File: src/rtl/synthetic_1_seq.sv
// Sequencer for a fill/heat/mix/filter/mix/detect protocol.
// Every output is registered and is decoded from the next state. The only exception is result.
module synthetic_1_seq #(
   parameter int T_FILL   = 4,
   parameter int T_HEAT   = 8,
   parameter int T_MIX    = 6,
   parameter int T_FILT   = 3,
   parameter int T_DET_TO = 16,
   parameter int CNT_W    = 8
) (
   input  logic       clk,
   input  logic       rst_n,
   input  logic       start,
   input  logic       abort,
   input  logic       det_valid,
   input  logic [7:0] det_value,
   output logic [2:0] src_valve,
   output logic [1:0] heater_en,
   output logic [1:0] flow_en,
   output logic [1:0] mixer_en,
   output logic       det_req,
   output logic       busy,
   output logic       done,
   output logic       err,
   output logic [7:0] result,
   output logic [3:0] step
);

   localparam int MAX_T = (1 << CNT_W) - 1;

   if (T_FILL > MAX_T || T_HEAT > MAX_T || T_MIX > MAX_T ||
       T_FILT > MAX_T || T_DET_TO > MAX_T) begin : g_param_check
      $error("synthetic_1_seq: a duration parameter does not fit in CNT_W bits");
   end

   typedef enum logic [3:0] {
      S_IDLE   = 4'd0,
      S_FILL   = 4'd1,
      S_HEAT   = 4'd2,
      S_MIX_A  = 4'd3,
      S_FILT   = 4'd4,
      S_MIX_B  = 4'd5,
      S_DETECT = 4'd6,
      S_DONE   = 4'd7,
      S_ERROR  = 4'd8
   } state_t;

   // A zero duration behaves like one cycle, so the load value is max(t,1)-1.
   function automatic logic [CNT_W-1:0] load_val(input int t);
      return (t > 1) ? CNT_W'(t - 1) : {CNT_W{1'b0}};
   endfunction

   localparam logic [CNT_W-1:0] LD_FILL = load_val(T_FILL);
   localparam logic [CNT_W-1:0] LD_HEAT = load_val(T_HEAT);
   localparam logic [CNT_W-1:0] LD_MIX  = load_val(T_MIX);
   localparam logic [CNT_W-1:0] LD_FILT = load_val(T_FILT);
   localparam logic [CNT_W-1:0] LD_DET  = load_val(T_DET_TO);
   localparam logic [CNT_W-1:0] CNT_Z   = {CNT_W{1'b0}};

   state_t           state_q, state_d;
   logic [CNT_W-1:0] cnt_q, cnt_d;
   logic [7:0]       result_q, result_d;
   logic [2:0]       src_valve_q, src_valve_d;
   logic [1:0]       heater_en_q, heater_en_d;
   logic [1:0]       flow_en_q, flow_en_d;
   logic [1:0]       mixer_en_q, mixer_en_d;
   logic             det_req_q, det_req_d;
   logic             busy_q, busy_d;
   logic             done_q, done_d;
   logic             err_q, err_d;
   logic             cnt_zero;

   assign cnt_zero = (cnt_q == CNT_Z);

   // Next state, step counter and captured result. Abort beats every busy-state event.
   always_comb begin
      state_d  = state_q;
      cnt_d    = cnt_q;
      result_d = result_q;
      case (state_q)
         S_IDLE, S_DONE, S_ERROR: begin
            cnt_d = CNT_Z;
            if (start) begin
               state_d = S_FILL;
               cnt_d   = LD_FILL;
            end else begin
               state_d = state_q;
            end
         end
         S_FILL, S_HEAT, S_MIX_A, S_FILT, S_MIX_B: begin
            if (abort) begin
               state_d = S_IDLE;
               cnt_d   = CNT_Z;
            end else if (!cnt_zero) begin
               cnt_d = cnt_q - CNT_W'(1);
            end else begin
               case (state_q)
                  S_FILL:  begin state_d = S_HEAT;   cnt_d = LD_HEAT; end
                  S_HEAT:  begin state_d = S_MIX_A;  cnt_d = LD_MIX;  end
                  S_MIX_A: begin state_d = S_FILT;   cnt_d = LD_FILT; end
                  S_FILT:  begin state_d = S_MIX_B;  cnt_d = LD_MIX;  end
                  S_MIX_B: begin state_d = S_DETECT; cnt_d = LD_DET;  end
                  default: begin state_d = S_IDLE;   cnt_d = CNT_Z;   end
               endcase
            end
         end
         S_DETECT: begin
            if (abort) begin
               state_d = S_IDLE;
               cnt_d   = CNT_Z;
            end else if (det_valid) begin
               state_d  = S_DONE;
               cnt_d    = CNT_Z;
               result_d = det_value;
            end else if (!cnt_zero) begin
               cnt_d = cnt_q - CNT_W'(1);
            end else begin
               state_d = S_ERROR;
               cnt_d   = CNT_Z;
            end
         end
         default: begin
            state_d = S_IDLE;
            cnt_d   = CNT_Z;
         end
      endcase
   end

   // Output decode from the next state, so the registered outputs track the state register.
   always_comb begin
      src_valve_d = 3'b000;
      heater_en_d = 2'b00;
      flow_en_d   = 2'b00;
      mixer_en_d  = 2'b00;
      det_req_d   = 1'b0;
      busy_d      = 1'b0;
      done_d      = 1'b0;
      err_d       = 1'b0;
      case (state_d)
         S_FILL:   begin src_valve_d = 3'b111; busy_d = 1'b1; end
         S_HEAT:   begin heater_en_d = 2'b11; flow_en_d = 2'b01; busy_d = 1'b1; end
         S_MIX_A:  begin mixer_en_d = 2'b01; busy_d = 1'b1; end
         S_FILT:   begin flow_en_d = 2'b10; busy_d = 1'b1; end
         S_MIX_B:  begin mixer_en_d = 2'b10; busy_d = 1'b1; end
         S_DETECT: begin det_req_d = 1'b1; busy_d = 1'b1; end
         S_DONE:   done_d = 1'b1;
         S_ERROR:  err_d = 1'b1;
         default:  busy_d = 1'b0;
      endcase
   end

   // State, counter and output registers with synchronous active-low reset.
   always_ff @(posedge clk) begin
      if (!rst_n) begin
         state_q     <= S_IDLE;
         cnt_q       <= CNT_Z;
         result_q    <= 8'h00;
         src_valve_q <= 3'b000;
         heater_en_q <= 2'b00;
         flow_en_q   <= 2'b00;
         mixer_en_q  <= 2'b00;
         det_req_q   <= 1'b0;
         busy_q      <= 1'b0;
         done_q      <= 1'b0;
         err_q       <= 1'b0;
      end else begin
         state_q     <= state_d;
         cnt_q       <= cnt_d;
         result_q    <= result_d;
         src_valve_q <= src_valve_d;
         heater_en_q <= heater_en_d;
         flow_en_q   <= flow_en_d;
         mixer_en_q  <= mixer_en_d;
         det_req_q   <= det_req_d;
         busy_q      <= busy_d;
         done_q      <= done_d;
         err_q       <= err_d;
      end
   end

   assign src_valve = src_valve_q;
   assign heater_en = heater_en_q;
   assign flow_en   = flow_en_q;
   assign mixer_en  = mixer_en_q;
   assign det_req   = det_req_q;
   assign busy      = busy_q;
   assign done      = done_q;
   assign err       = err_q;
   assign result    = result_q;
   assign step      = state_q;

endmodule

File: config.mk
export PLATFORM = sky130hd
export DESIGN_NAME = synthetic_1_seq
export DESIGN_NICKNAME = d
export VERILOG_FILES = /design/src/rtl/synthetic_1_seq.sv
export SDC_FILE = /design/constraint.sdc
export NUM_CORES = 1
export LEC_CHECK = 0
export ABC_AREA = 1
export BUFFER_PORTS_ARGS = -buffer_cell sky130_fd_sc_hd__buf_2
export CAP_MARGIN = 20
export CORE_UTILIZATION = 37
export CTS_CLUSTER_DIAMETER = 30
export DETAILED_ROUTE_END_ITERATION = 10
export GPL_ROUTABILITY_DRIVEN = 0
export GPL_TIMING_DRIVEN = 0
export PLACE_DENSITY = 0.58
export SLEW_MARGIN = 20
export SYNTH_ARGS = -nofsm -noshare
export SYNTH_HDL_FRONTEND = slang
export SYNTH_SLANG_ARGS = --single-unit
export TNS_END_PERCENT = 100
File: constraint.sdc
create_clock -name clk -period 4.44 [get_ports clk]
set_input_delay 0.444 -clock clk [delete_from_list [all_inputs] [get_ports clk]]
set_output_delay 0.444 -clock clk [all_outputs]
set_load 0.02 [all_outputs]
==> impl_results.html <==
<table>
<tr><th>Metric</th><th>Value</th></tr>
<tr><th colspan="2">Timing</th></tr>
<tr><td>Layout Skew</td><td>0.00691 ns</td></tr>
<tr><td>Setup TNS</td><td>0 ns</td></tr>
<tr><td>Final critical delay including setup and external delays</td><td>1.75 ns</td></tr>
<tr><td>Peak Freq</td><td>0.572 GHz</td></tr>
<tr><td>WHS</td><td>0.384 ns</td></tr>
<tr><td>Hold violation total from the final report</td><td>0</td></tr>
<tr><td>Share of the cycle needed by the critical path after routing</td><td>0.394</td></tr>
<tr><td>Relative slew margins</td><td>0.778</td></tr>
<tr><td>Number of endpoints failing setup at the final stage</td><td>0</td></tr>
<tr><td>Total count of max-transition violations in the final report</td><td>0</td></tr>
<tr><td>Transition time of the tightest slew-check pin</td><td>0.333 ns</td></tr>
<tr><td>Setup repair after global routing missed its margin</td><td>false</td></tr>
<tr><th colspan="2">Setup path</th></tr>
<tr><td>Cells along the critical path</td><td>inv_1, ha_1, nand2_1, nor2_2, nand2_2, nand2_1, nor2_1, nor2_2, nand2_2, nand2_2, inv_1, nand2_1, nand3_1, nand2_1, inv_1</td></tr>
<tr><td>Critical path launch point type</td><td>flip-flop</td></tr>
<tr><td>Required @ worst endpoint</td><td>between 4 and 5 ns</td></tr>
<tr><td>Critical path data arrival time</td><td>around 1.9 ns</td></tr>
<tr><td>Worst r2r path cells</td><td>15</td></tr>
<tr><td>Worst-path fanout max</td><td>8</td></tr>
<tr><td>Critical Path Slowest Stage Cell</td><td>dfxtp_1</td></tr>
<tr><td>R2R Path Start</td><td>cnt_q[0]</td></tr>
<tr><td>Critical Path Most Common Cell</td><td>nand2_1</td></tr>
<tr><td>Worst reg-to-reg setup slack</td><td>2.69 ns</td></tr>
<tr><td>Critical path class</td><td>reg2reg</td></tr>
<tr><td>Delay of the slowest cell on the worst path</td><td>around 0.29 ns</td></tr>
<tr><td>Critical Path End Type</td><td>flip-flop</td></tr>
<tr><td>Endpoint of the worst register-to-register path</td><td>busy</td></tr>
<tr><th colspan="2">Clocking</th></tr>
<tr><td># Post-CTS Setup Buffers</td><td>0</td></tr>
<tr><td>Clock tree sinks</td><td>30</td></tr>
<tr><td>Number of buffers inserted for hold repair after clock tree synthesis</td><td>0</td></tr>
<tr><td>Number of buffers created by CTS</td><td>5</td></tr>
<tr><td>Bufs on Longest Clock Path</td><td>2</td></tr>
<tr><td>CTS H-tree lvls</td><td>2</td></tr>
<tr><td>Clock Root Buffer</td><td>clkbuf_8</td></tr>
<tr><td>Worst skew pair latency</td><td>0.28 ns</td></tr>
<tr><td>Post-CTS Resized</td><td>0</td></tr>
<tr><td>Clk slew on worst S/H paths</td><td>0.07 ns</td></tr>
<tr><td>CTS tree</td><td>yes</td></tr>
<tr><th colspan="2">Pwr</th></tr>
<tr><td>Proportion of power drawn by the clock network</td><td>0.394</td></tr>
<tr><td>Part of the total power dissipated in sequential elements</td><td>0.482</td></tr>
<tr><td>Switching pwr</td><td>between 0.0001 and 0.00015 W</td></tr>
<tr><td>Cell internal pwr</td><td>0.000423 W</td></tr>
<tr><td>Total leakage power</td><td>around 1.0 nW</td></tr>
<tr><td>Sw Ratio</td><td>0.261</td></tr>
<tr><td>Combinational Power Share</td><td>0.124</td></tr>
<tr><td>Power per standard cell area</td><td>305 mW/mm²</td></tr>
<tr><td>Overall power of the completed layout</td><td>between 0.0005 and 0.0006 W</td></tr>
<tr><td>Maximum vdd drop</td><td>~230 µV</td></tr>
<tr><th colspan="2">Final layout</th></tr>
<tr><td>Post-Layout Cell Count</td><td>311</td></tr>
<tr><td>Share of layout cells above drive strength 1</td><td>0.337</td></tr>
<tr><td>Layout net count</td><td>274</td></tr>
<tr><td>Ant diodes</td><td>0</td></tr>
<tr><td>Area growth, synth to finish</td><td>22.3%</td></tr>
<tr><td>Post-Route Utilization</td><td>0.469</td></tr>
<tr><th colspan="2">Detailed routing</th></tr>
<tr><td>DR vias/cell</td><td>4.47</td></tr>
<tr><td>Wire length per cell</td><td>roughly 10 µm</td></tr>
<tr><td>Detailed-route via count</td><td>1,391</td></tr>
<tr><td>Initial DRC Count</td><td>28</td></tr>
<tr><td>Number of nets with antenna violations after routing</td><td>0</td></tr>
<tr><td>Drt drc</td><td>0</td></tr>
<tr><td>Final WL</td><td>3180 µm</td></tr>
<tr><td>DRT Pass-1 Iters</td><td>4</td></tr>
<tr><th colspan="2">Global route</th></tr>
<tr><td>Aggregate global-route resource usage</td><td>0.170</td></tr>
<tr><td>Congestion Overflow GR</td><td>0</td></tr>
<tr><td>Wire length of the first global-routing pass</td><td>approximately 5700 µm</td></tr>
<tr><td>Pin count of the biggest net entering global routing</td><td>11</td></tr>
<tr><td>Via count of the first global-routing pass</td><td>roughly 1,300</td></tr>
<tr><td>Antenna violations before repair</td><td>0</td></tr>
<tr><th colspan="2">Min path</th></tr>
<tr><td>Endpoint with the worst hold slack</td><td>result[4]</td></tr>
<tr><td>Worst min-delay path class</td><td>in2reg</td></tr>
<tr><td>Start point of the worst hold path</td><td>det_value[4]</td></tr>
<tr><td>Number of cells traversed by the worst hold path</td><td>3</td></tr>
<tr><th colspan="2">Logic synthesis</th></tr>
<tr><td>Average instance area after synthesis</td><td>between 7 and 8 µm²</td></tr>
<tr><td>Count of state elements after synthesis</td><td>30</td></tr>
<tr><td>Mapped cell area</td><td>~0.0015 mm²</td></tr>
<tr><td>Fraction of synthesized cell area taken by the top area cell type</td><td>0.392</td></tr>
<tr><td>Leading cell types by total area after synthesis</td><td>dfxtp_1, nand2_1, nor2_1</td></tr>
<tr><td>Syn_nets</td><td>230</td></tr>
<tr><td>Cell type contributing the most total cell area after synthesis</td><td>dfxtp_1</td></tr>
<tr><td>Synth warnings</td><td>0</td></tr>
<tr><td>Part of the Yosys area used for sequential elements</td><td>0.392</td></tr>
<tr><td>Number of instances in the synthesized netlist</td><td>around 220</td></tr>
<tr><td>Distinct cell type count of the synthesized netlist</td><td>27</td></tr>
<tr><th colspan="2">Floorplanning</th></tr>
<tr><td>Placeable core region</td><td>roughly 0.0040 mm²</td></tr>
<tr><td>Die Height</td><td>66.4 µm</td></tr>
<tr><td>Number of core rows</td><td>23</td></tr>
<tr><td>IO Pins</td><td>38</td></tr>
<tr><td>Total Die Area</td><td>approximately 0.0044 mm²</td></tr>
<tr><td>Starting utilization of the core area</td><td>0.383</td></tr>
<tr><td>Die X</td><td>66.4 µm</td></tr>
<tr><th colspan="2">Place</th></tr>
<tr><td>Post-DP HPWL</td><td>roughly 2500 µm</td></tr>
<tr><td>Number of instances in the placed design</td><td>about 300</td></tr>
<tr><td>IO buf count</td><td>37</td></tr>
<tr><th colspan="2">Run status</th></tr>
<tr><td>Status</td><td>finished clean</td></tr>
<tr><th colspan="2">Run</th></tr>
<tr><td>Maxcap violations</td><td>0</td></tr>
</table>
## worst max-delay path by stage
stage | endpoint | cells past startpoint | start
6_report | busy | 15 | cnt_q[0]
4_1_cts | busy | 15 | cnt_q[0]
2_1_floorplan | busy | 12 | step[1]
3_3_place_gp | busy | 11 | abort
5_1_grt | heater_en[0] | 12 | cnt_q[0]
3_5_place_dp | busy | 11 | abort
## sequential cells by signal, indices dropped and copies added (netlist names)
signal,flops
busy,1
cnt_q,8
det_req,1
done,1
err,1
flow_en,2
heater_en,1
mixer_en,2
result,8
src_valve,1
step,4
## final cells by class
| class | count | area (µm²) |
|---|---|---|
| plain buffers | 5 | 35.0 |
| fillers | 427 | 2120 |
| clock buffers | 6 | 82.6 |
| multi-input cells | 157 | 808 |
| clock inverters | 2 | 12.5 |
| flip-flops and latches | 30 | 601 |
| inverters | 24 | 90.1 |
| repair buffers | 37 | 185 |
| well taps | 50 | 62.6 |
## through the flow
stage / cell area, µm² / setup WS, ns
2_1_floorplan: 1530 / 2.85
3_3_place_gp: 1780 / 2.61
3_5_place_dp: 1780 / 2.61
4_1_cts: 1880 / 2.67
5_1_grt: 1880 / 2.50
6_report: 1880 / 2.69
## cell usage in the layout, fill, tap and decap left out, types with 2 or more instances in the layout
cell type / Yosys / final
nand2_1: 46 / 46
nor2_1: 44 / 44
buf_2: 0 / 37
dfxtp_1: 30 / 30
inv_1: 16 / 16
o21ai_0: 11 / 11
nand2_2: 10 / 10
inv_2: 8 / 8
nand3_1: 8 / 8
nor2_2: 6 / 6
a21oi_1: 6 / 6
clkbuf_8: 0 / 6
buf_4: 4 / 4
nor2_4: 4 / 4
xor2_1: 4 / 4
a21oi_2: 3 / 3
nand4_1: 2 / 2
nand2_4: 2 / 2
nand3_4: 2 / 2
## power groups by stage
stage / Combinational, W / Clock [W] / Sequential [W]
after floorplan: 0.0000495 / 0 / 0.000284
after global placement: 0.0000713 / 0 / 0.000282
after detailed placement: 0.0000711 / 0 / 0.000282
after CTS: 0.0000715 / 0.000234 / 0.000276
after global routing: 0.0000809 / 0.000248 / 0.000277
final: 0.0000708 / 0.000226 / 0.000276
## cells in the mapped netlist (all sizes together)
cell	n
o22ai	1
clkbuf	1
or2	1
xnor2	1
dfxtp	30
nor2	54
o21ai	13
a21oi	9
nand2	58
nor3	1
buf	4
ha	1
inv	24
nand3	11
xor2	4
nand4	2
and3	1
## metal layers
metal | routed length, µm | track usage | vias up
met3 | 141 | 0.0534 | 8
li1 | - | - | 757
met1 | 1530 | 0.211 | 598
met2 | 1450 | 0.272 | 28
met5 | 0 | 0 | -
met4 | 55 | 0.0691 | 0
## cells by family after synthesis
family                     share of synthesized area
AOI/OAI and AO/OA                             0.0856
xor gates and xnor gates                      0.0285
adders and majority gates                    0.00816
buffers and inverters                         0.0816
DFF                                            0.392
and+or+nand+nor                                0.405
## critical path: cells and delay by family (launching register included)
| kind | cells | cell delay, ns |
|---|---|---|
| simple gates | 11 | 0.99 |
| flops | 1 | 0.29 |
| fa+ha+maj | 1 | 0.19 |
| buf+inv | 3 | 0.16 |
Note: power is estimated with default switching activity, not from simulation.
